## config.mk

```make
export PLATFORM = sky130hd
export DESIGN_NAME = cond_unit
export DESIGN_NICKNAME = d
export VERILOG_FILES = /design/src/rtl/cond_unit_pkg.sv /design/src/rtl/cond_check.sv /design/src/rtl/cond_unit.sv
export SDC_FILE = /design/constraint.sdc
export NUM_CORES = 1
export LEC_CHECK = 0
export ABC_AREA = 1
export CAP_MARGIN = 20
export CORE_UTILIZATION = 51
export DETAILED_ROUTE_END_ITERATION = 10
export PLACE_DENSITY_LB_ADDON = 0.3
export SLEW_MARGIN = 20
export SYNTH_ARGS = -nofsm -noshare
export SYNTH_HDL_FRONTEND = slang
export SYNTH_HIERARCHICAL = 1
export SYNTH_SLANG_ARGS = --single-unit
```

## constraint.sdc

```tcl
create_clock -name clk -period 1.75 [get_ports clk]
set_input_delay 0.4375 -clock clk [delete_from_list [all_inputs] [get_ports clk]]
set_output_delay 0.4375 -clock clk [all_outputs]
set_load 0.02 [all_outputs]
```

## src/rtl/cond_unit_pkg.sv

```systemverilog
// cond_unit_pkg: condition-code encoding and flag bit positions shared by the condition unit.
package cond_unit_pkg;
  typedef enum logic [3:0] {EQ, NE, CS, CC, MI, PL, VS, VC, HI, LS, GE, LT, GT, LE, AL, NV} cond_e;
  localparam int N_BIT = 3;
  localparam int Z_BIT = 2;
  localparam int C_BIT = 1;
  localparam int V_BIT = 0;
endpackage

```

## src/rtl/cond_check.sv

```systemverilog
// cond_check: combinational ARM condition-code evaluation against a {N,Z,C,V} flag set.
module cond_check
  import cond_unit_pkg::*;
(
  input  logic [3:0] cond,
  input  logic [3:0] flags,
  output logic       pass
);
  logic n, z, c, v;
  assign n = flags[N_BIT];
  assign z = flags[Z_BIT];
  assign c = flags[C_BIT];
  assign v = flags[V_BIT];
  always_comb begin
    case (cond_e'(cond))
      EQ:      pass = z;
      NE:      pass = ~z;
      CS:      pass = c;
      CC:      pass = ~c;
      MI:      pass = n;
      PL:      pass = ~n;
      VS:      pass = v;
      VC:      pass = ~v;
      HI:      pass = c & ~z;
      LS:      pass = ~c | z;
      GE:      pass = n == v;
      LT:      pass = n != v;
      GT:      pass = ~z & (n == v);
      LE:      pass = z | (n != v);
      default: pass = 1'b1;
    endcase
  end
endmodule

```

## src/rtl/cond_unit.sv

```systemverilog
// cond_unit: condition-gated control signals, flags register and a saved-flags stack for exceptions.
module cond_unit
  import cond_unit_pkg::*;
#(
  parameter int STACK_DEPTH = 4
) (
  input  logic       clk,
  input  logic       reset,
  input  logic [3:0] flags_in,
  input  logic [3:0] cond,
  input  logic [1:0] flagw,
  input  logic       instr_valid,
  input  logic       pcs,
  input  logic       regw,
  input  logic       memw,
  input  logic       save,
  input  logic       restore,
  output logic       pcsrc,
  output logic       regwrite,
  output logic       memwrite,
  output logic       cond_ex,
  output logic [3:0] flags_q,
  output logic       stack_full,
  output logic       stack_empty,
  output logic       stack_err
);
  localparam int AW = $clog2(STACK_DEPTH);
  logic [AW:0]   count;
  logic [3:0]    stack [STACK_DEPTH];
  logic [AW-1:0] top;
  logic          pass, push, pop, misuse, wr_nz, wr_cv;
  cond_check u_check (.cond(cond), .flags(flags_q), .pass(pass));
  assign cond_ex     = instr_valid & pass;
  assign pcsrc       = cond_ex & pcs;
  assign regwrite    = cond_ex & regw;
  assign memwrite    = cond_ex & memw;
  assign wr_nz       = cond_ex & flagw[1];
  assign wr_cv       = cond_ex & flagw[0];
  assign stack_empty = count == '0;
  assign stack_full  = count == (AW+1)'(STACK_DEPTH);
  assign push        = save & ~restore & ~stack_full;
  assign pop         = restore & ~save & ~stack_empty;
  assign misuse      = (save & restore) | (save & stack_full) | (restore & stack_empty);
  assign top         = AW'(count - 1'b1);
  always_ff @(posedge clk or posedge reset) begin
    if (reset) begin
      flags_q   <= '0;
      count     <= '0;
      stack_err <= 1'b0;
    end else begin
      flags_q   <= pop ? stack[top] : {wr_nz ? flags_in[3:2] : flags_q[3:2], wr_cv ? flags_in[1:0] : flags_q[1:0]};
      count     <= push ? count + 1'b1 : pop ? count - 1'b1 : count;
      stack_err <= stack_err | misuse;
    end
  end
  // A push coinciding with reset is harmless: count stays at zero so the entry is dead.
  always_ff @(posedge clk) begin
    if (push) stack[count[AW-1:0]] <= flags_q;
  end
endmodule

```

==> results.json <==
{
  "path_cells": "inv_2 -> nand2_2 -> nand3_1 -> nand3_1 -> nand2_1 -> nor2_1 -> nand2_1 -> nand2_2 -> nor2_1 -> buf_4",
  "avgRoutedWirePerCell_um": 13.3,
  "cts.sinks": 24,
  "fin_area_um2": 2130,
  "clk_path_buf_depth": 2,
  "vdd_drop_max_mv": 1.02,
  "rsz0062_at_grt": "true",
  "nFillCells": 204,
  "antenna_cells": 0,
  "slew_headroom": 0.764,
  "drc": 0,
  "drt_iter0_drc": 71,
  "required_ns": 1.31,
  "worstHoldPathType": "primary input to asynchronous set/reset pin",
  "p_per_area_nw_per_um2": 1470,
  "cts_tree": "built",
  "dr.pass1.iters": 4,
  "port_buffers": 28,
  "power_leakage_nw": 1.10,
  "die_h_um": 56.5,
  "synth.cell_area_um2": 1520,
  "avgViaCountPerCell": 5.01,
  "cts_hold_buffers": 0,
  "syn2layout_area_growth_pct": 40.7,
  "grt_overflow_total": 0,
  "antenna_found_initial": 0,
  "tightestPinTransition_ns": 0.354,
  "grt_pass1_wl_mm": 5.30,
  "status": "complete, but fails checks",
  "finClkSkew_ns": 0.00783,
  "slowest_stage": "dfrtp_2",
  "cts_root_buf": "clkbuf_4",
  "crit_arrival_ns": 1.63,
  "critPathKind": "flip-flop to output pin",
  "vias": 1439,
  "critPathCaptureType": "output pin",
  "synth_cell_types": 21,
  "multi_input_area_um2": 707,
  "grt_use_total": 0.220,
  "layout_common_cells": "58 x nand2_1, 37 x inv_1, 25 x buf_4",
  "ant_nets": 0,
  "die_x_um": 56.5,
  "path_max_fanout": 5,
  "cts_max_level": 1,
  "first_global_vias": 1205,
  "yosys_register_bits": 24,
  "slew_viol_final": 0,
  "min_period_ns": 2.07,
  "synthCells": 202,
  "initial_utilization": 0.545,
  "start_kind": "flip-flop",
  "ios": 29,
  "hold_violations": 0,
  "die_area_um2": 3190,
  "syn_area_per_cell_um2": 7.50,
  "regArea_um2": 683,
  "cap_violations": 0,
  "drive_gt1_frac": 0.293,
  "wl_mm": 3.81,
  "violations": "negative setup slack",
  "dpl.hpwl_mm": 2.52,
  "clkLatencyLatePin_ns": 0.32,
  "core_area_um2": 2780,
  "final_nets": 281,
  "dpl_cell_area_um2": 1990,
  "grt_max_degree": 15,
  "synth_nets": 226,
  "numCtsBuffers": 3,
  "power.total_mw": 3.13,
  "path_clk_slew_ns": 0.14,
  "cp_slowest_stage_delay_ns": 0.48,
  "setup_ws_ns": -0.322,
  "period_share": 1.18,
  "final_common_cell": "nand2_1",
  "yosysWarnings": 6,
  "std_cell_rows": 19,
  "yosysSeqAreaShare": 0.449,
  "fmax_ghz": 0.483,
  "place_congestion": 0.921,
  "setup_viol": 4
}
power by group:
group          internal [mW]  switching [mW]
Combinational          0.787            1.02
Sequential             0.801           0.119
Clock                  0.232           0.169
registers in the layout, summed over array words and instances (netlist names):
name       flops
stack         16
flags_q        4
stack_err      1
count          3
routing by layer:
layer  GRT usage  up-vias  wire [um]
met3      0.0507       19        291
li1            -      715          -
met1       0.283      625       1560
met5           0        -          0
met2       0.385       80       1810
met4      0.0314        0        146
synthesized netlist by cell type (all sizes together):
master	count	area [um2]
nand2	71	289
dfrtp	8	200
nor3	1	16.3
inv	47	179
ha	6	75.1
a21oi	5	25.0
nor2	17	66.3
xor2	1	16.3
nand3	22	128
buf	1	7.51
o21ai	4	20.0
clkinv	3	12.5
edfxtp	16	480
kinds of logic (layout without fill, tap and decap cells):
logic type / after synthesis / count (layout) / synth area share
and+or+nand+nor: 111 / 111 / 0.329
AOI/OAI and AO/OA: 9 / 9 / 0.0297
buffers and inverters: 51 / 105 / 0.131
adders and majority gates: 6 / 6 / 0.0495
xor gates and xnor gates: 1 / 1 / 0.0107
DFF: 24 / 24 / 0.449
through the flow:
| step | setup slack (ns) | hold WS (ns) | setup TNS, ns | util | cells |
|---|---|---|---|---|---|
| 2_1_floorplan | -0.0762 | 0.253 | -0.228 | - | 202 |
| 6_report | -0.322 | 0.356 | -1.26 | 0.767 | 287 |
| 4_1_cts | -0.260 | 0.359 | -1.03 | 0.744 | 285 |
| 5_1_grt | -0.416 | 0.389 | -2.04 | 0.767 | 287 |
| 3_3_place_gp | -1.02 | 0.449 | -6.20 | 0.715 | 280 |
| 3_5_place_dp | -1.03 | 0.460 | -6.18 | 0.715 | 280 |
final timing paths:
kind                       startpoint    endpoint  slack (ns)  depth (start not counted)
max in group asynchronous       reset  flags_q[3]        1.12                          2
min in group clk            stack_err   stack_err        0.48                          2
min reg2reg                 stack_err   stack_err        0.48                          2
max                        flags_q[0]       pcsrc       -0.32                         10
min                             reset   stack_err        0.36                          2
max reg2reg                flags_q[0]  flags_q[2]           0                         15
area by class of cell:
type / instances / area share
multi-input cells: 127 / 0.332
flip-flops and latches: 24 / 0.320
repair buffers: 51 / 0.215
inverters: 50 / 0.0898
well taps: 31 / 0.0182
clock inverters: 1 / 0.0141
clock buffers: 3 / 0.0106
timing repair:
item / in CTS / in global routing
gates resized for setup: 60 / 18
pin swaps: 7 / 3
buffers inserted: 1 / 2
setup endpoints to repair: 14 / 12
critical path, delay by kind of cell, from the launching register on:
family | cells | cell delay (ns)
DFF | 1 | 0.48
and+or+nand+nor | 8 | 0.61
buffers and inverters | 2 | 0.24
No activity file was read; power rests on OpenSTA's default activity.
